File: config.mk
export PLATFORM = sky130hd
export DESIGN_NAME = ps2_mouse_ctrl
export DESIGN_NICKNAME = d
export VERILOG_FILES = /design/src/rtl/ps2_mouse_ctrl.sv
export SDC_FILE = /design/constraint.sdc
export NUM_CORES = 1
export LEC_CHECK = 0
export ABC_AREA = 1
export CORE_MARGIN = 5
export CORE_UTILIZATION = 50
export CTS_BUF_LIST = sky130_fd_sc_hd__clkbuf_8
export CTS_CLUSTER_SIZE = 24
export DETAILED_ROUTE_END_ITERATION = 10
export PLACE_DENSITY = 0.7
export SLEW_MARGIN = 0
export SYNTH_ARGS = -nofsm -noshare
export SYNTH_HDL_FRONTEND = slang
export SYNTH_SLANG_ARGS = --single-unit
File: constraint.sdc
create_clock -name clk -period 4 [get_ports clk]
set_clock_uncertainty 0.1 [all_clocks]
set_input_delay 0.6 -clock clk [delete_from_list [all_inputs] [get_ports clk]]
set_output_delay 0.6 -clock clk [all_outputs]
set_load 0.1 [all_outputs]
File: src/rtl/ps2_mouse_ctrl.sv
// PS/2 mouse receiver: syncs and filters the pins, frames 11-bit bytes, builds 3-byte packets, steps the waveform mode on each new right-button press.
// Latency: pkt_valid/frame_err are registered, one clk after the stop-bit edge (or timeout) is seen; the pins add ~2+FILT_LEN clk of sync/filter delay.
// Backpressure: none. The PS/2 device cannot be stalled, so every packet is presented once as a 1-cycle pulse.
//
// Ports:
//   clk, rst_n          system clock, asynchronous active-low reset
//   ps2_clk, ps2_data   raw asynchronous connector pins (idle high)
//   mode                waveform-mode select, 0..NUM_MODES-1
//   pkt_valid           1-cycle pulse; btn/dx/dy hold the new packet from this cycle on
//   btn, dx, dy         {middle,right,left}, 9-bit two's complement X/Y movement
//   frame_err           1-cycle pulse on stop-bit, parity (optional) or timeout error
// Build option: define PS2_PARITY_CHK_EN to reject bytes with bad odd parity.

module ps2_mouse_ctrl #(
    parameter int FILT_LEN    = 4,
    parameter int TIMEOUT_CYC = 100000,
    parameter int NUM_MODES   = 3
) (
    input  logic       clk,
    input  logic       rst_n,
    input  logic       ps2_clk,
    input  logic       ps2_data,
    output logic [1:0] mode,
    output logic       pkt_valid,
    output logic [2:0] btn,
    output logic [8:0] dx,
    output logic [8:0] dy,
    output logic       frame_err
);

    localparam int FW = $clog2(FILT_LEN + 1);
    localparam int TW = $clog2(TIMEOUT_CYC + 1);

    localparam logic [1:0] ST_IDLE   = 2'd0;
    localparam logic [1:0] ST_DATA   = 2'd1;
    localparam logic [1:0] ST_PARITY = 2'd2;
    localparam logic [1:0] ST_STOP   = 2'd3;

    localparam logic [1:0] PK_BYTE0 = 2'd0;
    localparam logic [1:0] PK_BYTE1 = 2'd1;
    localparam logic [1:0] PK_BYTE2 = 2'd2;

    // ---------------- pin synchronisers and ps2_clk glitch filter ----------------
    logic          clk_s1_q, clk_s2_q, dat_s1_q, dat_s2_q;
    logic          filt_q, filt_d;
    logic [FW-1:0] filt_cnt_q, filt_cnt_d;
    logic          bit_evt;

    // The filtered level only moves after FILT_LEN consecutive samples disagree with it.
    always_comb begin
        filt_d     = filt_q;
        filt_cnt_d = '0;
        if (clk_s2_q != filt_q) begin
            if (filt_cnt_q == FW'(FILT_LEN - 1)) begin
                filt_d = clk_s2_q;
            end else begin
                filt_cnt_d = filt_cnt_q + 1'b1;
            end
        end
    end

    assign bit_evt = filt_q & ~filt_d;

    // ---------------- frame FSM ----------------
    logic [1:0]    st_q, st_d;
    logic [2:0]    bit_cnt_q, bit_cnt_d;
    logic [7:0]    shift_q, shift_d;
    logic [TW-1:0] to_cnt_q, to_cnt_d;
    logic          par_ok;
    logic          byte_done;
    logic          ferr;

`ifdef PS2_PARITY_CHK_EN
    logic par_q, par_d;
    assign par_ok = ^{shift_q, par_q};
`else
    assign par_ok = 1'b1;
`endif

    always_comb begin
        st_d      = st_q;
        bit_cnt_d = bit_cnt_q;
        shift_d   = shift_q;
        to_cnt_d  = to_cnt_q;
        byte_done = 1'b0;
        ferr      = 1'b0;
`ifdef PS2_PARITY_CHK_EN
        par_d     = par_q;
`endif
        case (st_q)
            ST_IDLE: begin
                // A high data line at the first edge is not a start bit; ignore it.
                if (bit_evt && !dat_s2_q) begin
                    st_d      = ST_DATA;
                    bit_cnt_d = 3'd0;
                end
            end
            ST_DATA: begin
                if (bit_evt) begin
                    shift_d = {dat_s2_q, shift_q[7:1]};
                    if (bit_cnt_q == 3'd7) begin
                        st_d = ST_PARITY;
                    end else begin
                        bit_cnt_d = bit_cnt_q + 3'd1;
                    end
                end
            end
            ST_PARITY: begin
                if (bit_evt) begin
`ifdef PS2_PARITY_CHK_EN
                    par_d = dat_s2_q;
`endif
                    st_d = ST_STOP;
                end
            end
            default: begin
                if (bit_evt) begin
                    st_d = ST_IDLE;
                    if (dat_s2_q && par_ok) begin
                        byte_done = 1'b1;
                    end else begin
                        ferr = 1'b1;
                    end
                end
            end
        endcase

        // Inter-edge watchdog; only armed while a frame is in flight.
        if (st_q == ST_IDLE || bit_evt) begin
            to_cnt_d = '0;
        end else if (to_cnt_q == TW'(TIMEOUT_CYC - 1)) begin
            to_cnt_d = '0;
            st_d     = ST_IDLE;
            ferr     = 1'b1;
        end else begin
            to_cnt_d = to_cnt_q + 1'b1;
        end
    end

    // ---------------- packet assembly and mode stepping ----------------
    logic [1:0] pk_q, pk_d;
    logic [5:0] byte0_q, byte0_d;   // bits 7:6 (overflow flags) are not used
    logic [7:0] byte1_q, byte1_d;
    logic [2:0] btn_q, btn_d;
    logic [8:0] dx_q, dx_d, dy_q, dy_d;
    logic [1:0] mode_q, mode_d;
    logic       prev_right_q, prev_right_d;
    logic       pkt_valid_q, pkt_valid_d;
    logic       frame_err_q;

    always_comb begin
        pk_d         = pk_q;
        byte0_d      = byte0_q;
        byte1_d      = byte1_q;
        btn_d        = btn_q;
        dx_d         = dx_q;
        dy_d         = dy_q;
        mode_d       = mode_q;
        prev_right_d = prev_right_q;
        pkt_valid_d  = 1'b0;
        if (ferr) begin
            pk_d = PK_BYTE0;
        end else if (byte_done) begin
            case (pk_q)
                PK_BYTE0: begin
                    // Byte 0 always carries bit3=1; anything else means we are out of step.
                    if (shift_q[3]) begin
                        byte0_d = shift_q[5:0];
                        pk_d    = PK_BYTE1;
                    end
                end
                PK_BYTE1: begin
                    byte1_d = shift_q;
                    pk_d    = PK_BYTE2;
                end
                PK_BYTE2: begin
                    pk_d         = PK_BYTE0;
                    pkt_valid_d  = 1'b1;
                    btn_d        = byte0_q[2:0];
                    dx_d         = {byte0_q[4], byte1_q};
                    dy_d         = {byte0_q[5], shift_q};
                    prev_right_d = byte0_q[1];
                    // Step only on the press edge so a held button does not keep cycling.
                    if (byte0_q[1] && !prev_right_q) begin
                        mode_d = (mode_q == 2'(NUM_MODES - 1)) ? 2'd0 : mode_q + 2'd1;
                    end
                end
                default: pk_d = PK_BYTE0;
            endcase
        end
    end

    always_ff @(posedge clk or negedge rst_n) begin
        if (!rst_n) begin
            clk_s1_q     <= 1'b1;
            clk_s2_q     <= 1'b1;
            dat_s1_q     <= 1'b1;
            dat_s2_q     <= 1'b1;
            filt_q       <= 1'b1;
            filt_cnt_q   <= '0;
            st_q         <= ST_IDLE;
            bit_cnt_q    <= 3'd0;
            shift_q      <= 8'd0;
            to_cnt_q     <= '0;
`ifdef PS2_PARITY_CHK_EN
            par_q        <= 1'b0;
`endif
            pk_q         <= PK_BYTE0;
            byte0_q      <= 6'd0;
            byte1_q      <= 8'd0;
            btn_q        <= 3'd0;
            dx_q         <= 9'd0;
            dy_q         <= 9'd0;
            mode_q       <= 2'd0;
            prev_right_q <= 1'b0;
            pkt_valid_q  <= 1'b0;
            frame_err_q  <= 1'b0;
        end else begin
            clk_s1_q     <= ps2_clk;
            clk_s2_q     <= clk_s1_q;
            dat_s1_q     <= ps2_data;
            dat_s2_q     <= dat_s1_q;
            filt_q       <= filt_d;
            filt_cnt_q   <= filt_cnt_d;
            st_q         <= st_d;
            bit_cnt_q    <= bit_cnt_d;
            shift_q      <= shift_d;
            to_cnt_q     <= to_cnt_d;
`ifdef PS2_PARITY_CHK_EN
            par_q        <= par_d;
`endif
            pk_q         <= pk_d;
            byte0_q      <= byte0_d;
            byte1_q      <= byte1_d;
            btn_q        <= btn_d;
            dx_q         <= dx_d;
            dy_q         <= dy_d;
            mode_q       <= mode_d;
            prev_right_q <= prev_right_d;
            pkt_valid_q  <= pkt_valid_d;
            frame_err_q  <= ferr;
        end
    end

    assign mode      = mode_q;
    assign pkt_valid = pkt_valid_q;
    assign btn       = btn_q;
    assign dx        = dx_q;
    assign dy        = dy_q;
    assign frame_err = frame_err_q;

endmodule

Word level (Yosys, flattened, before mapping) --
Index checks and enable logic that the tools add are counted.
Operators by class: add/sub/neg operators 4, equal/unequal tests 13, multiplexer cells 34, bitwise operators 3, reduce and logical (&&, ||, !) cells 17
Operators by type and width (number):
- 17-bit 2-to-1 mux | 2
- 2-bit 2-to-1 mux | 11
- 17-bit by 1-bit adder with 17-bit output, second input constant | 1
- 17-bit equality test, second input constant | 1
- 3-bit 2-to-1 mux | 5
- 1-bit 2-to-1 mux | 13
- 4-bit AND reduction | 3
- 3-bit by 1-bit adder with 3-bit output, second input constant | 2
- 2-bit equality test, second input constant | 3
- 2-bit inequality test, second input constant | 3
- 2-bit case mux with 3 select lines | 1
- 3-bit case mux with 2 select lines | 1
- 3-bit AND reduction | 2
- 2-bit by 1-bit equality test with 1-bit output, second input constant | 2
- 2-bit logical NOT | 2
- 2-bit case mux with 2 select lines | 1
- 2-bit AND reduction | 2
- 2-bit nonzero test | 2
- 3-bit by 2-bit equality test with 1-bit output, second input constant | 1
- 3-bit equality test, second input constant | 1
- 3-bit inequality test, second input constant | 1
- 3-bit OR reduction | 1
- 2-bit by 1-bit adder with 2-bit output, second input constant | 1
- 1-bit logical AND | 2
- other kinds (5) | 7
Storage, ports and cells: bits in registers 80, input bits 4, output and inout bits 25, logic and storage cells 91

Logic depth before layout (Yosys ltp) --
Gate-level depths: netlist of run 1.
depth in word-level cells 11, mapped depth 10

Worst setup path before layout of run 1 --
OpenSTA, ideal clock, no wires.
kind register -> output, from reg mode_q[1] (netlist: mode[1]), to out mode[1], arrival 0.921 ns, setup slack 2.379 ns, cell stages (with the launch flop) 1, path buffers 0, path through dfrtp_1
RTL lines:
- start, declared | RTL line 146 | logic [1:0] mode_q, mode_d;
- start signal, assigned | RTL line 238 | mode_q <= mode_d;
- end, declared | RTL line 23 | output logic [1:0] mode,
No word-level cell between the ends.

Worst setup path after layout of run 1 --
from reg mode_q[0] (netlist: mode[0]), to out mode[0]
No word-level cell between the ends.

==> results of run 1 <==
-- final timing paths --
check / endpoint / slack (ns) / cells past startpoint
min in group asynchronous: filt_cnt_q[1] / 0.29 / 1
max in group asynchronous: mode[0] / 2.89 / 1
max: mode[0] / 1.42 / 1
min: dat_s2_q / 0.26 / 0
max reg2reg: dx[0] / 2.00 / 9
min reg2reg: dat_s2_q / 0.26 / 0
-- kinds of logic (layout without fill, tap and decap cells) --
group | after synthesis | in the layout | synth area share, %
AOI/OAI and AO/OA | 40 | 40 | 7.52
xor gates and xnor gates | 6 | 6 | 1.48
adders and majority gates | 4 | 4 | 1.41
buffers and inverters | 60 | 95 | 7.55
DFF | 78 | 78 | 55.2
and+or+nand+nor | 225 | 225 | 26.8
-- layer usage --
| metal | track usage, % | wire [um] | vias to the layer above |
|---|---|---|---|
| met5 | 0 | 0 | - |
| met4 | 7.46 | 111 | 0 |
| met3 | 3.53 | 174 | 9 |
| met2 | 26.4 | 3050 | 33 |
| met1 | 22.9 | 3240 | 1217 |
| li1 | - | - | 1332 |
-- power groups by stage --
stage	registers [mW]	clock network, mW	logic (mW)
floorplan	0.908	0	0.173
global placement	0.923	0	0.207
detailed placement	0.927	0	0.220
CTS	0.913	0.658	0.223
global route	0.924	0.702	0.258
finish	0.913	0.644	0.218
-- area by class of cell --
cell class | count | area share, %
Tap cell | 96 | 2.94
Sequential cell | 78 | 47.9
Inverter | 51 | 4.77
Clock inverter | 7 | 2.36
Clock buffer | 9 | 3.03
Timing Repair Buffer | 28 | 6.79
Multi-Input combinational cell | 275 | 32.2
-- cell usage in the layout, fill, tap and decap left out, types with 2 or more instances in the layout --
cell type,instances
inv_1,49
nor2_1,55
o21ai_0,13
or2_2,2
xor2_1,5
o21ai_2,16
clkbuf_8,9
nand3_4,2
dfrtp_1,73
nand3_1,18
inv_6,2
nor2_2,2
and2_1,2
clkdlybuf4s50_1,27
dfstp_2,5
nand2_1,130
o21ai_1,6
a21oi_1,3
nor3_1,8
ha_1,4
bufinv_16,2
clkinvlp_4,2
nor2_4,2
-- flip-flops by register name (all words and copies together) (netlist names), 3 cells and up --
register	cells
shift_q	8
filt_cnt_q	3
bit_cnt_q	3
byte0_q	5
btn	3
to_cnt_q	17
byte1_q	8
dx	9
dy	9
==> impl_metrics.csv, run 1 <==
group,metric,value,unit
run_status,outcome,"finished, final reports clean",
layout,antennaDiodeCount,0,
placement,dp_hpwl,4580,um
sta,setup_viol,0,
sta,fin_tns_setup,0,ns
placement,place_area,3870,um^2
grt,overflow,0,
layout,regArea,1960,um^2
setup_path,critPathRequiredTime,3.30,ns
setup_path,cp_max_fo,4,
run,maxCapViolCount,0,
floorplanning,die-area,8870,um^2
power_and_ir_drop,p_int,1.29,mW
setup_path,crit_slowest_cell,"clkdlybuf4s50_1",
logic_synthesis,async_reset_ff_share,100,%
setup_path,r2r_start,"filt_cnt_q[0]",
power_and_ir_drop,p_clk_share,36.3,%
setup_path,crit_start,"mode[0]",
sta,tightest_slew,0.976,ns
setup_path,critPathKind,"reg2out",
floorplanning,core_area,6830,um^2
layout,multi_input_area,1320,um^2
logic_synthesis,syn_area_per_cell,8.58,um^2
worst_hold_path,min_from,"dat_s1_q",
power_and_ir_drop,p_sw_share,27.4,%
sta,finalWorstSetupSlack,1.42,ns
floorplanning,die_w,94.2,um
logic_synthesis,syn_area,3540,um^2
clocking,cts_setup_buffers,0,
logic_synthesis,synth_top_flop_cell,"dfrtp_1",
power_and_ir_drop,power_density,434,nW/um^2
clocking,numClockSinks,78,
logic_synthesis,yosysMostFrequentCell,"nand2_1",
setup_path,crit_arrival,1.88,ns
placement,gp_congestion,0.878,
grt,grt_max_degree,79,
logic_synthesis,synth_edf_count,0,
detailed_routing,routedWlPerCell,12.1,um
placement,placed_cells,528,
setup_path,cp.buffers_inverters,1,
clocking,cts_tree,"yes",
setup_path,crit_chain,"clkdlybuf4s50_1",
floorplanning,start_util,51.9,%
power_and_ir_drop,vdd_drop_max,0.000249,V
grt,first_global_vias,2567,
placement,io_buffers,28,
sta,hold_ws,0.259,ns
logic_synthesis,synthCells,413,
setup_path,cp-end-kind,"primary output",
sta,period_share,64.4,%
grt,track_usage,17.0,%
sta,fmax,0.388,GHz
layout,final_cells,544,
logic_synthesis,seq_area_frac_synth,55.2,%
sta,rsz0062_at_grt,"false",
clocking,ctsResizeCount,0,
placement,pre_cts_ws,1.79,ns
detailed_routing,ant_nets,0,
setup_path,cp-start-kind,"flip-flop",
setup_path,crit_path_max_incr_delay,1.15,ns
grt,antenna_found_initial,0,
setup_path,cp_top_family,"buffers and inverters",
detailed_routing,drt_iter0_markers,129,
detailed_routing,wirelength,6570,um
clocking,cts_max_level,3,
logic_synthesis,synthTopCellsByArea,"dfrtp_1, nand2_1, nor2_1",
sta,final.min_clock_period,2.58,ns
clocking,cts_hold_buffers,0,
power_and_ir_drop,p_comb_share,12.3,%
worst_hold_path,min_path_type,"reg2reg",
detailed_routing,vias_per_cell,4.76,
detailed_routing,drc,0,
logic_synthesis,synth_top_cell_area_share,51.5,%
clocking,clock_path_buffers,2,
floorplanning,std_cell_rows,30,
logic_synthesis,ys_top_cells_by_count,"nand2_1, dfrtp_1, nor2_1",
layout,areaGrowthSynthToFinish,15.4,%
logic_synthesis,synth-seq-cells,78,
detailed_routing,drtPass1Iterations,5,
power_and_ir_drop,power_switching,487,uW
sta,hold_viol_final,0,
layout,drive_gt1_share,11.2,%
grt,grt_pass1_wl,11600,um
clocking,cts_inserted_buffers,9,
logic_synthesis,yosys_warnings,0,
detailed_routing,vias,2591,
layout,final_nets,451,
sta,slew_viol_final,0,
layout,final_util,59.9,%
logic_synthesis,ys_types,31,
clocking,ctsRootBufferMaster,"clkbuf_8",
floorplanning,die_h,94.2,um
layout,design_area,4090,um^2
logic_synthesis,synth_nets,421,
sta,slew_headroom,34.7,%
power_and_ir_drop,seqPwrFrac,51.4,%
logic_synthesis,synth_area_leader_cell,"dfrtp_1",
clocking,clk_pin_slew,0.08,ns
power_and_ir_drop,total_power,1.77,mW
floorplanning,boundaryPins,29,
layout,fillers,635,
clocking,clk_latency,0.35,ns
power_and_ir_drop,p_leak,2.00,nW
(Power assumes the default switching activity.)
==> run 2, diff against run 1 <==
- PLACE_DENSITY: 0.7 -> 0.73
- clock period: 4 -> 2.15 ns (I/O delays scaled with it)
==> run 2 against run 1 <==
  * Cell area decreased by 1.2%
  * Global-route usage down 0.095 points
  * Largest cell class unchanged
  * Critical path depth grew 8
  * Sequential power grew 86%
  * Setup slack got worse by 1.1 ns
  * Via count shrank 0.27%
  * Register-to-register slack worse by 1.6 ns
  * Clock power is 51% higher
==> impl_metrics.csv, run 2 (same netlist as run 1, synthesis figures left out) <==
group,metric,value,unit
layout,drive_gt1_share,17.3,%
detailed_routing,ant_nets,0,
sta,slew_viol_final,0,
sta,slew_headroom,67.8,%
floorplanning,std_cell_rows,30,
sta,period_share,83.2,%
placement,placed_cells,531,
detailed_routing,vias_per_cell,4.72,
setup_path,cp-start-kind,"flip-flop",
layout,antennaDiodeCount,0,
worst_hold_path,min_from,"dat_s1_q",
worst_hold_path,hold_depth,0,
clocking,clock_path_buffers,2,
floorplanning,die-area,8870,um^2
layout,areaGrowthSynthToFinish,14.0,%
sta,setup_viol,0,
worst_hold_path,hold_path_end,"dat_s2_q",
power_and_ir_drop,power_density,760,nW/um^2
power_and_ir_drop,p_leak,2.06,nW
sta,hold_viol_final,0,
sta,hold_ws,0.257,ns
worst_hold_path,min_path_type,"reg2reg",
grt,overflow,0,
placement,io_buffers,28,
setup_path,r2r_slack,0.36,ns
power_and_ir_drop,vdd_drop_max,0.000493,V
setup_path,crit_arrival,1.92,ns
layout,top_register,"to_cnt_q",
detailed_routing,routedWlPerCell,12.0,um
layout,final_nets,455,
floorplanning,die_h,94.2,um
grt,grt_max_degree,42,
setup_path,critPathKind,"reg2reg",
floorplanning,boundaryPins,29,
sta,fmax,0.559,GHz
layout,largest_register_ffs,17,
detailed_routing,drtPass1Iterations,4,
grt,track_usage,16.9,%
detailed_routing,wirelength,6560,um
setup_path,r2r-end,"dy[0]",
layout,final_cell_mix,"nand2_1, dfrtp_1, nor2_1",
detailed_routing,drt_iter0_markers,121,
sta,final.min_clock_period,1.79,ns
layout,fillers,635,
clocking,ctsRootBufferMaster,"clkbuf_8",
clocking,cts_tree,"yes",
floorplanning,start_util,51.9,%
detailed_routing,drc,0,
run,maxCapViolCount,0,
setup_path,cp_max_fo,18,
grt,first_global_vias,2588,
setup_path,critPathRequiredTime,2.28,ns
clocking,clk_pin_slew,0.08,ns
grt,grt_pass1_wl,11700,um
clocking,clk_latency,0.34,ns
layout,final_cells,548,
floorplanning,core_area,6830,um^2
sta,tightest_slew,0.484,ns
detailed_routing,vias,2584,
setup_path,r2r_start,"filt_cnt_q[0]",
sta,rsz0062_at_grt,"false",
clocking,cts_max_level,3,
layout,regArea,1960,um^2
clocking,numClockSinks,78,
clocking,cts_inserted_buffers,9,
setup_path,reg2regPathDepth,9,
layout,multi_input_area,1320,um^2
layout,final_common_cell,"nand2_1",
sta,fin_tns_setup,0,ns
run_status,outcome,"finished, final reports clean",
setup_path,cp-end-kind,"flip-flop",
placement,gp_congestion,0.829,
placement,dp_hpwl,4820,um
grt,antenna_found_initial,0,
floorplanning,die_w,94.2,um
-- run 2: where the power goes --
part | internal [mW] | switching, mW
clock | 0.446 | 0.526
combinational | 0.148 | 0.252
sequential | 1.60 | 0.102
-- run 2: worst max-delay path by stage --
| stage | startpoint | endpoint | slack, ns | cells after the start |
|---|---|---|---|---|
| 3_3_place_gp | filt_cnt_q[0] | dy[5] | 0.40 | 9 |
| 4_1_cts | filt_cnt_q[0] | btn[0] | 0.33 | 9 |
| 3_5_place_dp | filt_cnt_q[0] | btn[0] | 0.34 | 9 |
| 5_1_grt | filt_cnt_q[0] | dy[2] | 0.22 | 9 |
| 2_1_floorplan | filt_cnt_q[0] | btn[0] | 0.61 | 9 |
| 6_report | filt_cnt_q[0] | dy[0] | 0.36 | 9 |
-- run 2: cell type report --
type	instances	area share (%)
Inverter	51	4.83
Clock buffer	10	3.41
Timing Repair Buffer	32	6.75
Clock inverter	6	0.929
Multi-Input combinational cell	275	32.6
Tap cell	96	2.97
Sequential cell	78	48.5
-- run 2: critical path, cell delays in order, from the launching register on --
cell     delay [ns]
dfrtp_1        0.35
ha_1           0.20
nand2_2        0.09
nor2_4         0.21
nand2_4        0.08
inv_4          0.10
nand3_4        0.20
buf_12         0.23
nand2_1        0.06
o21ai_1        0.06
-- run 2: through the flow --
step	setup WS (ns)	cell area, um^2	total power [mW]	util [%]
2_1_floorplan	0.607	3540	2.01	-
3_3_place_gp	0.404	3850	2.11	56.4
3_5_place_dp	0.341	3850	2.13	56.4
4_1_cts	0.334	4040	3.10	59.1
5_1_grt	0.218	4040	3.28	59.1
6_report	0.360	4040	3.07	59.1
-- run 2: per-layer routing --
metal  GRT usage [%]  vias to the layer above  share of wire (%)
li1                -                     1340                  -
met1            22.6                     1203                 49
met2            26.5                       35                 46
met3            5.13                        6                3.7
met4            4.69                        0                1.2
met5               0                        -                  0
-- run 2: repair_timing --
item	4_1_cts	5_1_grt
hold buffers	1	0
hold endpoints to repair	34	0
setup buffers	0	0
resized for setup	0	0
==> run 3, diff against run 2 <==
- PLACE_DENSITY: 0.73 -> 0.7
- clock period: 2.15 -> 1.7 ns (I/O delays scaled with it)
==> run 3 against run 2 <==
  * Setup slack got worse by 0.30 ns
  * Combinational power increased by 50%
  * Non-clock buffer count increased by 15
  * Critical path type unchanged
  * Critical endpoint unchanged
  * Largest cell class unchanged
==> impl_metrics.csv, run 3 (same netlist as run 1, synthesis figures left out) <==
group,metric,value,unit
power_and_ir_drop,p_int,2.95,mW
layout,final_cells,564,
detailed_routing,ant_nets,0,
setup_path,critPathRequiredTime,1.84,ns
detailed_routing,vias_per_cell,4.88,
grt,first_global_vias,2617,
layout,areaGrowthSynthToFinish,29.4,%
detailed_routing,drtPass1Iterations,4,
sta,slew_viol_final,0,
grt,grt_pass1_wl,12100,um
placement,dp_hpwl,5150,um
setup_path,cp_top_family,"flip-flops",
power_and_ir_drop,vdd_drop_max,0.000623,V
power_and_ir_drop,total_power,4.16,mW
run,maxCapViolCount,0,
sta,fin_tns_setup,0,ns
floorplanning,die_h,94.2,um
layout,fillers,552,
setup_path,cp_max_fo,6,
detailed_routing,drt_iter0_markers,182,
detailed_routing,routedWlPerCell,12.8,um
floorplanning,die-area,8870,um^2
grt,grt_max_degree,38,
setup_path,cp.buffers_inverters,2,
clocking,ctsRootBufferMaster,"clkbuf_8",
run_status,outcome,"finished, final reports clean",
floorplanning,std_cell_rows,30,
setup_path,crit_chain,"nand2_2, nor2_4, nand2_4, inv_6, nand3_4, clkbuf_16, nand2_1, o21ai_1",
clocking,cts_tree,"yes",
clocking,numClockSinks,78,
detailed_routing,wirelength,7230,um
clocking,clk_pin_slew,0.08,ns
setup_path,cp-start-kind,"flip-flop",
power_and_ir_drop,p_sw_share,28.9,%
power_and_ir_drop,seqPwrFrac,51.9,%
placement,placed_cells,539,
setup_path,crit_slowest_cell,"dfstp_2",
setup_path,critPathKind,"reg2reg",
layout,drive_gt1_share,22.2,%
layout,final_nets,471,
setup_path,crit_path_max_incr_delay,0.57,ns
layout,top_register,"to_cnt_q",
sta,final.min_clock_period,1.64,ns
layout,antennaDiodeCount,0,
power_and_ir_drop,p_clk_share,33.7,%
setup_path,cp-end-kind,"flip-flop",
placement,io_buffers,28,
sta,fmax,0.610,GHz
sta,slew_headroom,72.3,%
floorplanning,boundaryPins,29,
power_and_ir_drop,p_comb_share,14.4,%
clocking,cts_max_level,3,
layout,final_cell_mix,"nand2_1, dfrtp_1, nor2_1",
floorplanning,start_util,51.9,%
grt,antenna_found_initial,0,
layout,final_common_cell,"nand2_1",
layout,multi_input_area,1380,um^2
detailed_routing,drc,0,
power_and_ir_drop,power_density,906,nW/um^2
clocking,cts_inserted_buffers,9,
worst_hold_path,min_path_type,"in2reg",
layout,regArea,1960,um^2
power_and_ir_drop,p_leak,2.23,nW
placement,gp_congestion,0.837,
setup_path,crit_arrival,1.78,ns
grt,track_usage,17.6,%
sta,hold_ws,0.208,ns
clocking,clk_latency,0.36,ns
detailed_routing,vias,2750,
sta,hold_viol_final,0,
floorplanning,die_w,94.2,um
sta,period_share,96.4,%
sta,rsz0062_at_grt,"true",
floorplanning,core_area,6830,um^2
layout,largest_register_ffs,17,
power_and_ir_drop,power_switching,1.20,mW
grt,overflow,0,
sta,setup_viol,0,
sta,tightest_slew,0.415,ns
clocking,clock_path_buffers,2,
-- run 3: cell types whose count changed in the layout (fill, tap and decap cells not counted), moves of 2 or more --
cell / change
inv_6: +2
nand2_2: +4
clkinv_4: +2
buf_4: -13
clkbuf_16: +2
o21ai_0: -2
nand2_1: -5
clkinvlp_4: -2
buf_12: +25
nand3_2: +2
nor2_1: -2
-- run 3: final cells by class --
type,count,share of cell area (%)
Inverter,51,4.31
Timing Repair Buffer,47,16.1
Clock buffer,9,2.70
Tap cell,96,2.62
Multi-Input combinational cell,276,30.0
Clock inverter,7,1.61
Sequential cell,78,42.7
-- run 3: layer usage --
layer | up-vias | global-route usage [%] | share of wire, %
met4 | 0 | 7.70 | 1.6
met2 | 42 | 27.4 | 47
li1 | 1378 | - | -
met1 | 1319 | 24.3 | 48
met5 | - | 0 | 0
met3 | 11 | 2.80 | 3.2
-- run 3: power by group through the flow --
| stage | clock [mW] | combinational, mW | sequential (mW) |
|---|---|---|---|
| after floorplan | 0 | 0.408 | 2.14 |
| after global placement | 0 | 0.540 | 2.17 |
| after detailed placement | 0 | 0.566 | 2.18 |
| after CTS | 1.42 | 0.574 | 2.15 |
| after global routing | 1.49 | 0.704 | 2.19 |
| final | 1.40 | 0.600 | 2.16 |
-- run 3: stage by stage --
stage,util [%],setup slack [ns],cell area (um^2)
after floorplan,-,0.157,3540
after global placement,61.9,0.0877,4230
after detailed placement,61.9,0.0322,4230
after CTS,64.9,0.0214,4440
after global routing,67.2,-0.0346,4590
final,67.2,0.0605,4590
-- run 3: worst paths after layout --
check / start / end / slack [ns] / depth (start not counted)
setup / recovery: filt_q / dy[0] / 0.06 / 8
hold / removal: ps2_clk / clk_s1_q / 0.21 / 1
setup reg to reg: filt_q / dy[0] / 0.06 / 8
hold reg to reg: clk_s1_q / clk_s2_q / 0.26 / 0
max in group asynchronous: rst_n / dat_s1_q / 0.64 / 3
min in group asynchronous: rst_n / to_cnt_q[7] / 0.27 / 2
-- run 3: timing repair --
item | CTS | global route
endpoints found under the setup margin | 0 | 48
gates resized for setup | 0 | 17
endpoints found under the hold margin | 26 | 0
hold buffers | 1 | 0
setup buffers | 0 | 5
